--- src/rtl/three_phase_pwm.sv ---
// three_phase_pwm: center-aligned 3-phase PWM with double-buffered duty commands.
// Define THREE_PHASE_PWM_DEADTIME_EN to add per-phase dead-time insertion.
module three_phase_pwm #(
  parameter int D_WIDTH  = 32,
  parameter int Q_BITS   = 10,
  parameter int PERIOD   = 100,
  parameter int DEADTIME = 4
) (
  input  logic                      clk,
  input  logic                      rst_n,
  input  logic                      enable,
  input  logic                      in_valid,
  output logic                      in_ready,
  input  logic signed [D_WIDTH-1:0] a,
  input  logic signed [D_WIDTH-1:0] b,
  input  logic signed [D_WIDTH-1:0] c,
  output logic [2:0]                pwm_h,
  output logic [2:0]                pwm_l,
  output logic                      period_start
);
  localparam int CW = $clog2(PERIOD);
  localparam int MW = $clog2(PERIOD + 1);
  localparam int W  = D_WIDTH + MW + 2;
  localparam logic signed [W-1:0] FS = W'(1) << Q_BITS;
  localparam logic signed [W-1:0] PS = W'(PERIOD);
  typedef enum logic {UP, DN} dir_t;
  typedef logic [MW-1:0] cmp_t;
  function automatic cmp_t to_cmp(input logic signed [D_WIDTH-1:0] x);
    logic signed [W-1:0] xs, p;
    xs = {{(W - D_WIDTH){x[D_WIDTH-1]}}, x};
    p  = ((xs + FS) * PS) >>> (Q_BITS + 1);
    return p < 0 ? '0 : p > PS ? MW'(PERIOD) : p[MW-1:0];
  endfunction
  logic [CW-1:0]      cnt_q, cnt_d;
  dir_t               dir_q, dir_d;
  logic [2:0][MW-1:0] act_q, act_d, pend_q, pend_d;
  logic               pend_full_q, pend_full_d;
  logic               in_ready_q, in_ready_d;
  logic               ps_q, ps_d;
  logic [2:0]         pwm_h_q, pwm_h_d, pwm_l_q, pwm_l_d;
  logic [2:0]         r;
  logic               boundary, accept;
  always_comb begin
    boundary = enable && dir_q == DN && cnt_q == '0;
    accept   = in_valid && in_ready_q;
    cnt_d    = cnt_q;
    dir_d    = dir_q;
    if (!enable) begin
      cnt_d = '0;
      dir_d = UP;
    end else if (dir_q == UP) begin
      if (cnt_q == CW'(PERIOD - 1)) dir_d = DN;
      else cnt_d = cnt_q + CW'(1);
    end else begin
      if (cnt_q == '0) dir_d = UP;
      else cnt_d = cnt_q - CW'(1);
    end
    act_d       = boundary && pend_full_q ? pend_q : act_q;
    pend_d      = accept ? {to_cmp(c), to_cmp(b), to_cmp(a)} : pend_q;
    pend_full_d = accept || (pend_full_q && !boundary);
    in_ready_d  = !pend_full_d;
    ps_d        = boundary;
    for (int i = 0; i < 3; i++) r[i] = MW'(cnt_q) < act_q[i];
  end
`ifdef THREE_PHASE_PWM_DEADTIME_EN
  localparam int DW = $clog2(DEADTIME + 2);
  logic [2:0]         r_prev_q;
  logic [2:0][DW-1:0] dt_q, dt_d, s;
  // s counts how many consecutive cycles r has held its current value, saturating
  always_comb begin
    for (int i = 0; i < 3; i++) begin
      s[i]       = r[i] != r_prev_q[i] ? DW'(1) :
                   dt_q[i] == DW'(DEADTIME + 1) ? dt_q[i] : dt_q[i] + DW'(1);
      dt_d[i]    = enable ? s[i] : '0;
      pwm_h_d[i] = enable && s[i] > DW'(DEADTIME) && r[i];
      pwm_l_d[i] = enable && s[i] > DW'(DEADTIME) && !r[i];
    end
  end
  always_ff @(posedge clk or negedge rst_n) begin
    if (!rst_n) begin
      r_prev_q <= '0;
      dt_q     <= '0;
    end else begin
      r_prev_q <= r;
      dt_q     <= dt_d;
    end
  end
`else
  always_comb begin
    pwm_h_d = enable ? r : '0;
    pwm_l_d = enable ? ~r : '0;
  end
`endif
  always_ff @(posedge clk or negedge rst_n) begin
    if (!rst_n) begin
      cnt_q       <= '0;
      dir_q       <= UP;
      act_q       <= '0;
      pend_q      <= '0;
      pend_full_q <= 1'b0;
      in_ready_q  <= 1'b0;
      ps_q        <= 1'b0;
      pwm_h_q     <= '0;
      pwm_l_q     <= '0;
    end else begin
      cnt_q       <= cnt_d;
      dir_q       <= dir_d;
      act_q       <= act_d;
      pend_q      <= pend_d;
      pend_full_q <= pend_full_d;
      in_ready_q  <= in_ready_d;
      ps_q        <= ps_d;
      pwm_h_q     <= pwm_h_d;
      pwm_l_q     <= pwm_l_d;
    end
  end
  assign in_ready     = in_ready_q;
  assign period_start = ps_q;
  assign pwm_h        = pwm_h_q;
  assign pwm_l        = pwm_l_q;
endmodule
--- config.mk ---
export PLATFORM = sky130hd
export DESIGN_NAME = three_phase_pwm
export DESIGN_NICKNAME = d
export VERILOG_FILES = /design/src/rtl/three_phase_pwm.sv
export SDC_FILE = /design/constraint.sdc
export NUM_CORES = 1
export LEC_CHECK = 0
export ABC_AREA = 1
export CORE_MARGIN = 8
export CORE_UTILIZATION = 60
export DETAILED_ROUTE_END_ITERATION = 8
export PLACE_DENSITY = 0.77
export REMOVE_ABC_BUFFERS = 1
export SYNTH_ARGS = -nofsm -noshare
export SYNTH_HDL_FRONTEND = slang
export SYNTH_SLANG_ARGS = --single-unit
--- constraint.sdc ---
create_clock -name clk -period 2.4 [get_ports clk]
set_input_delay 0.48 -clock clk [delete_from_list [all_inputs] [get_ports clk]]
set_output_delay 0.48 -clock clk [all_outputs]
set_load 0.05 [all_outputs]
==> summary.md, run 1 <==
| Metric | Value |
|---|---|
| Top Ports | `108` |
| Synth Flop Type | `sky130_fd_sc_hd__dfrtp_1` |
| Average cell area after synthesis | `6.383 um2` |
| Placement-stage cell area | `22450 um2` |
| # hold bufs at CTS | `0` |
| Multiplexer share of the synthesized area | `0.1922%` |
| Synth Instances | `2753` |
| Placer's final routability congestion estimate | `0.9451` |
| Worst endpoint kind after the last repair | `register input` |
| Initial core utilization | `61.06%` |
| Number of flip-flops and latches in the synthesized netlist | `59` |
| Post-synth cell types | `48` |
| Total clock sinks | `59` |
| Synthesized-area fraction occupied by adder cells | `30.87%` |
| Fraction of registers with async set or reset after synthesis | `100.0%` |
| Most numerous cell in the Yosys netlist | `sky130_fd_sc_hd__nand2_1` |
| Sequential area share after synthesis | `8.402%` |
| Vertical die dimension | `187.1 um` |
| Ranking of synthesized cells by instance count | `sky130_fd_sc_hd__nand2_1, sky130_fd_sc_hd__inv_1, sky130_fd_sc_hd__ha_1` |
| Step where the flow halted | `global routing` |
| Worst-case clock buffer depth | `2` |
| First Error | `[ERROR GRT-0232] Routing congestion too high. Check the congestion heatmap in the GUI.` |
| Share of synthesized cell area in and, or, nand and nor gates | `32.20%` |
| Placed wire-length estimate | `45.00 mm` |
| Total CTS buffers | `9` |
| Count of warnings emitted by yosys | `0` |
| Clock root buffer | `sky130_fd_sc_hd__clkbuf_16` |
| Last worst endpoint in the global-route repair_timing | `pend_q[9]$_DFFE_PN0P_/D` |
| Residual overflow from global routing | `127` |
| Maximum number of pins on one net before global-route repair | `40` |
| Summed instance area of the synthesized netlist | `17570 um2` |
| Gr usage total | `65.34%` |
| Die X | `187.1 um` |
| Share of the synthesized area in the top cell type | `25.63%` |
| Synthesized-area fraction occupied by ao, oa, aoi and oai cells | `8.003%` |
| Main combinational cell family by area after synthesis | `simple AND/OR/NAND/NOR gates` |
| Result of the run | `aborted with a tool error` |
| Worst-case setup slack after placement | `-3.275 ns` |
| DP Cell Count | `3682` |
| Number of cell rows | `62` |
| Post-synth EDFFs | `0` |
| Number of H-tree branching levels | `3` |
| Port-buffer cells | `107` |
| XOR/XNOR Fraction of Synth Area | `8.900%` |
| Area contributors post-synth | `sky130_fd_sc_hd__ha_1, sky130_fd_sc_hd__nand2_1, sky130_fd_sc_hd__inv_1` |
| Synth area leader | `sky130_fd_sc_hd__ha_1` |
cell families after synthesis:
group | after synthesis
simple gates | 1335
buf+inv | 535
fa+ha+maj | 406
compound gates | 239
xor+xnor | 176
flops | 59
mux | 3
per-stage QoR:
step                util, %  TNS [ns]
CTS                   87.54    -41.69
detailed placement    78.02    -67.17
global placement      78.02    -64.53
floorplan                 -    -46.83
per-layer routing:
layer,GRT overflow,GRT usage (%)
met1,4,62.57
met2,61,84.15
met3,1,50.41
met4,61,64.54
met5,0,26.28
timing repair:
item                                    CTS
setup buffers                            52
pin swaps                               226
gates cloned                              0
endpoints found under the setup margin   21
gates resized for setup                 511
==> inputs of run 2 (changes only) <==
CORE_UTILIZATION = 40   (was 60)
PLACE_DENSITY = default   (was 0.77)
PLACE_DENSITY_LB_ADDON = 0.15   (was default)
==> run 2 against run 1 <==
Net effect:
- the flow now finishes, with violations (setup timing)
- area after synthesis did not move
- synthesized cell count is the same
==> summary.md, run 2 <==
| Metric | Value |
|---|---|
| Result of the run | `finished, violations left` |
| Violated checks | `setup timing` |
| Clock tree from TritonCTS | `yes` |
| Post-route clock skew | `0.006020 ns` |
| Synth Instances | `2753 (unchanged)` |
| Fillcell total | `4073` |
| Post-layout worst setup margin | `-1.991 ns` |
| Fraction of final layout cells sized beyond drive strength 1 | `29.62%` |
| Most numerous cell in the Yosys netlist | `sky130_fd_sc_hd__nand2_1` |
| XOR/XNOR Fraction of Synth Area | `8.900% (unchanged)` |
| Critical path launch point type | `input pin` |
| Relative slew slack | `51.36%` |
| Average cell area after synthesis | `6.383 um2 (unchanged)` |
| Pwr dens | `642.0 nW/um2` |
| Antenna violation net count after detailed routing | `0` |
| Most common library cell in the layout ignoring fill and taps | `sky130_fd_sc_hd__nand2_1` |
| Total count of hold-check failures in the final report | `0` |
| Number of flip-flops and latches in the synthesized netlist | `59 (unchanged)` |
| Class of the tightest hold or removal check | `in2async` |
| Synthesized-area fraction occupied by ao, oa, aoi and oai cells | `8.003% (unchanged)` |
| Count of inserted antenna diode cells | `0` |
| Number of H-tree branching levels | `3 (unchanged)` |
| Port-buffer cells | `107 (unchanged)` |
| Top Ports | `108 (unchanged)` |
| Slew of the pin with the lowest slew margin | `0.7296 ns` |
| Data arrival at the endpoint of the critical path | `4.61 ns` |
| Placed wire-length estimate | `42.34 mm (-5.9%)` |
| Synth area leader | `sky130_fd_sc_hd__ha_1` |
| Iteration-0 DRC Markers | `745` |
| Share of synthesized cell area in and, or, nand and nor gates | `32.20% (unchanged)` |
| Wire length of the first global-routing pass | `85.41 mm` |
| Clk pin slew, worst setup/hold paths | `0.05 ns` |
| Placer's final routability congestion estimate | `0.9127 (-3.4%)` |
| Kind of capture point of the worst setup path | `register` |
| Main combinational cell family by area after synthesis | `simple AND/OR/NAND/NOR gates` |
| Synth Flop Type | `sky130_fd_sc_hd__dfrtp_1` |
| Final critical-path share of the clock period | `182.9%` |
| Sequential standard cell area | `1476 um2` |
| Total clock sinks | `59 (unchanged)` |
| Area contributors post-synth | `sky130_fd_sc_hd__ha_1, sky130_fd_sc_hd__nand2_1, sky130_fd_sc_hd__inv_1` |
| Clock root buffer | `sky130_fd_sc_hd__clkbuf_16` |
| Fmax achieved | `227.8 MHz` |
| Share of the synthesized area in the top cell type | `25.63% (unchanged)` |
| Worst endpoint required time | `2.62 ns` |
| DP Cell Count | `3899 (+5.9%)` |
| Gr usage total | `19.74%` |
| Layout net count | `3908` |
| Via count of the first global-routing pass | `18940` |
| Vertical die dimension | `225.6 um (+21%)` |
| Mean routed wirelength per cell | `12.94 um` |
| Post-synth EDFFs | `0 (unchanged)` |
| Summed instance area of the synthesized netlist | `17570 um2 (unchanged)` |
| Post-detailed-route DRC marker count | `0` |
| Power after layout | `16900 uW` |
| Residual overflow from global routing | `0` |
| Post-route insts no fill | `3999` |
| Area growth from synthesis to layout | `49.82%` |
| Count of max-cap constraint violations | `0` |
| Worst voltage drop across the vdd grid | `0.0003503 V` |
| Fraction of registers with async set or reset after synthesis | `100.0% (unchanged)` |
| Worst-case clock buffer depth | `2 (unchanged)` |
| Antenna violations before repair | `0` |
| Setup Viol. Count Final | `21` |
| Die footprint | `50900 um2` |
| Leading cell types in the layout, fill and taps excluded | `sky130_fd_sc_hd__nand2_1, sky130_fd_sc_hd__buf_4, sky130_fd_sc_hd__inv_1, sky130_fd_sc_hd__ha_1, sky130_fd_sc_hd__nor2_1` |
| Final routed wirelength across all metal layers | `51.75 mm` |
| Number of max-slew violations in the final report | `0` |
| Sequential area share after synthesis | `8.402% (unchanged)` |
| Setup repair after global routing missed its margin | `true` |
| Maximum number of pins on one net before global-route repair | `40` |
| Count of warnings emitted by yosys | `0 (unchanged)` |
| Total iterations of the first detailed-routing run | `5` |
| Worst setup path class | `in2reg` |
| Multiplexer share of the synthesized area | `0.1922% (unchanged)` |
| Initial core utilization | `40.09% (-21 points)` |
| Number of cell rows | `77 (+24%)` |
| Post-synth cell types | `48 (unchanged)` |
| Core box area | `43840 um2` |
| Area occupied by multi-input gates | `16630 um2` |
| Crit path time final | `4.391 ns` |
| Ranking of synthesized cells by instance count | `sky130_fd_sc_hd__nand2_1, sky130_fd_sc_hd__inv_1, sky130_fd_sc_hd__ha_1` |
| Reported leakage power | `0.01465 uW` |
| Placement-stage cell area | `22810 um2 (+1.6%)` |
| Area of all placed cells without fillers | `26330 um2` |
| Registers with the most flip-flops | `act_q (21), pend_q (21), cnt_q (7)` |
| Total CTS buffers | `9 (unchanged)` |
| Via count normalized by instance count | `4.783` |
| Clock latency reported for the late side of the worst-skew pair | `0.33 ns` |
| Synthesized-area fraction occupied by adder cells | `30.87% (unchanged)` |
| Via count | `19130` |
| Worst-path fanout max | `7` |
| Die X | `225.6 um (+21%)` |
==> run 2: cell counts after synthesis <==
Identical to the previous run, type by type.
==> run 2: through the flow <==
stage / worst slack [ns] / setup TNS (ns) / utilization [%] / hold slack, ns
floorplan: -2.347 / -46.83 / - / 0.1844
global placement: -3.245 / -65.83 / 52.03 / 0.4680
detailed placement: -3.333 / -67.15 / 52.03 / 0.4685
CTS: -2.152 / -41.45 / 57.36 / 0.2312
global route: -2.261 / -46.24 / 60.06 / 0.2714
finish: -1.991 / -40.60 / 60.06 / 0.2119
==> run 2: kinds of logic after synthesis <==
family / after synthesis
AO/OA/AOI/OAI: 239
XOR/XNOR: 176
adder cells (fa/ha/maj): 406
buffers and inverters: 535
flip-flops: 59
multiplexers: 3
AND/OR/NAND/NOR: 1335
==> run 2: layout make-up <==
type                            count  area share, %
Clock buffer                       15          1.093
Multi-Input combinational cell   2159          63.17
Clock inverter                      1        0.01901
Sequential cell                    59          5.608
Tap cell                          592          2.813
Inverter                          526          7.561
Timing Repair Buffer              647          19.73
==> run 2: metal layers <==
layer  vias up  track usage [%]  wire length [um]
li1      10010                -                 -
met1      8758            24.83             23560
met2       288            36.12             25720
met3        68            1.935              1519
met4         0            3.983               947
met5         -                0                 0
==> run 2: critical path, stage by stage <==
cell and delay, ns:
sky130_fd_sc_hd__buf_8 0.08, sky130_fd_sc_hd__ha_4 0.14, sky130_fd_sc_hd__nand3_4 0.08, sky130_fd_sc_hd__nor2_4 0.10, sky130_fd_sc_hd__nand4_1 0.11, sky130_fd_sc_hd__nor3_2 0.20, sky130_fd_sc_hd__nand3_1 0.15, sky130_fd_sc_hd__nor2_2 0.18
sky130_fd_sc_hd__nand3_2 0.14, sky130_fd_sc_hd__buf_6 0.16, sky130_fd_sc_hd__xnor2_4 0.17, sky130_fd_sc_hd__ha_4 0.23, sky130_fd_sc_hd__fa_1 0.54, sky130_fd_sc_hd__ha_4 0.21, sky130_fd_sc_hd__ha_4 0.31, sky130_fd_sc_hd__nand2_4 0.08
sky130_fd_sc_hd__nor2_4 0.09, sky130_fd_sc_hd__inv_2 0.06, sky130_fd_sc_hd__nor4_2 0.26, sky130_fd_sc_hd__nand2_1 0.11, sky130_fd_sc_hd__nand3_1 0.08, sky130_fd_sc_hd__nand4_1 0.09, sky130_fd_sc_hd__nor2_2 0.15, sky130_fd_sc_hd__nand2_1 0.08
sky130_fd_sc_hd__inv_2 0.12, sky130_fd_sc_hd__nand3_2 0.09, sky130_fd_sc_hd__nand2_1 0.06, sky130_fd_sc_hd__nand2_1 0.04
==> run 2: report_power, final <==
group / total [uW] / internal [uW] / switching, uW
Clock: 1220 / 808 / 417
Combinational: 14500 / 6680 / 7850
Sequential: 1140 / 1090 / 54.0
==> run 2: timing repair <==
item | CTS | global route
gates resized for setup | 429 | 229
setup endpoints to repair | 21 | 21
buffers inserted | 64 | 24
hold buffers | 0 | 0
pin swaps | 202 | 157
==> run 2: worst paths after layout <==
| kind | startpoint | end | slack, ns | depth (start not counted) |
|---|---|---|---|---|
| min in group clk | pend_q[16]$_DFFE_PN0P_ | pend_q[16]$_DFFE_PN0P_ | 0.48 | 2 |
| max in group asynchronous | rst_n | pend_q[20]$_DFFE_PN0P_ | 1.58 | 2 |
| max | c[11] | pend_q[19]$_DFFE_PN0P_ | -1.99 | 28 |
| max reg2reg | cnt_q[2]$_DFFE_PN0P_ | act_q[14]$_DFFE_PN0P_ | 0.26 | 7 |
| min | rst_n | pwm_h[1]$_DFF_PN0_ | 0.21 | 1 |
| min reg2reg | pend_q[16]$_DFFE_PN0P_ | pend_q[16]$_DFFE_PN0P_ | 0.48 | 2 |
(Power assumes the default switching activity.)
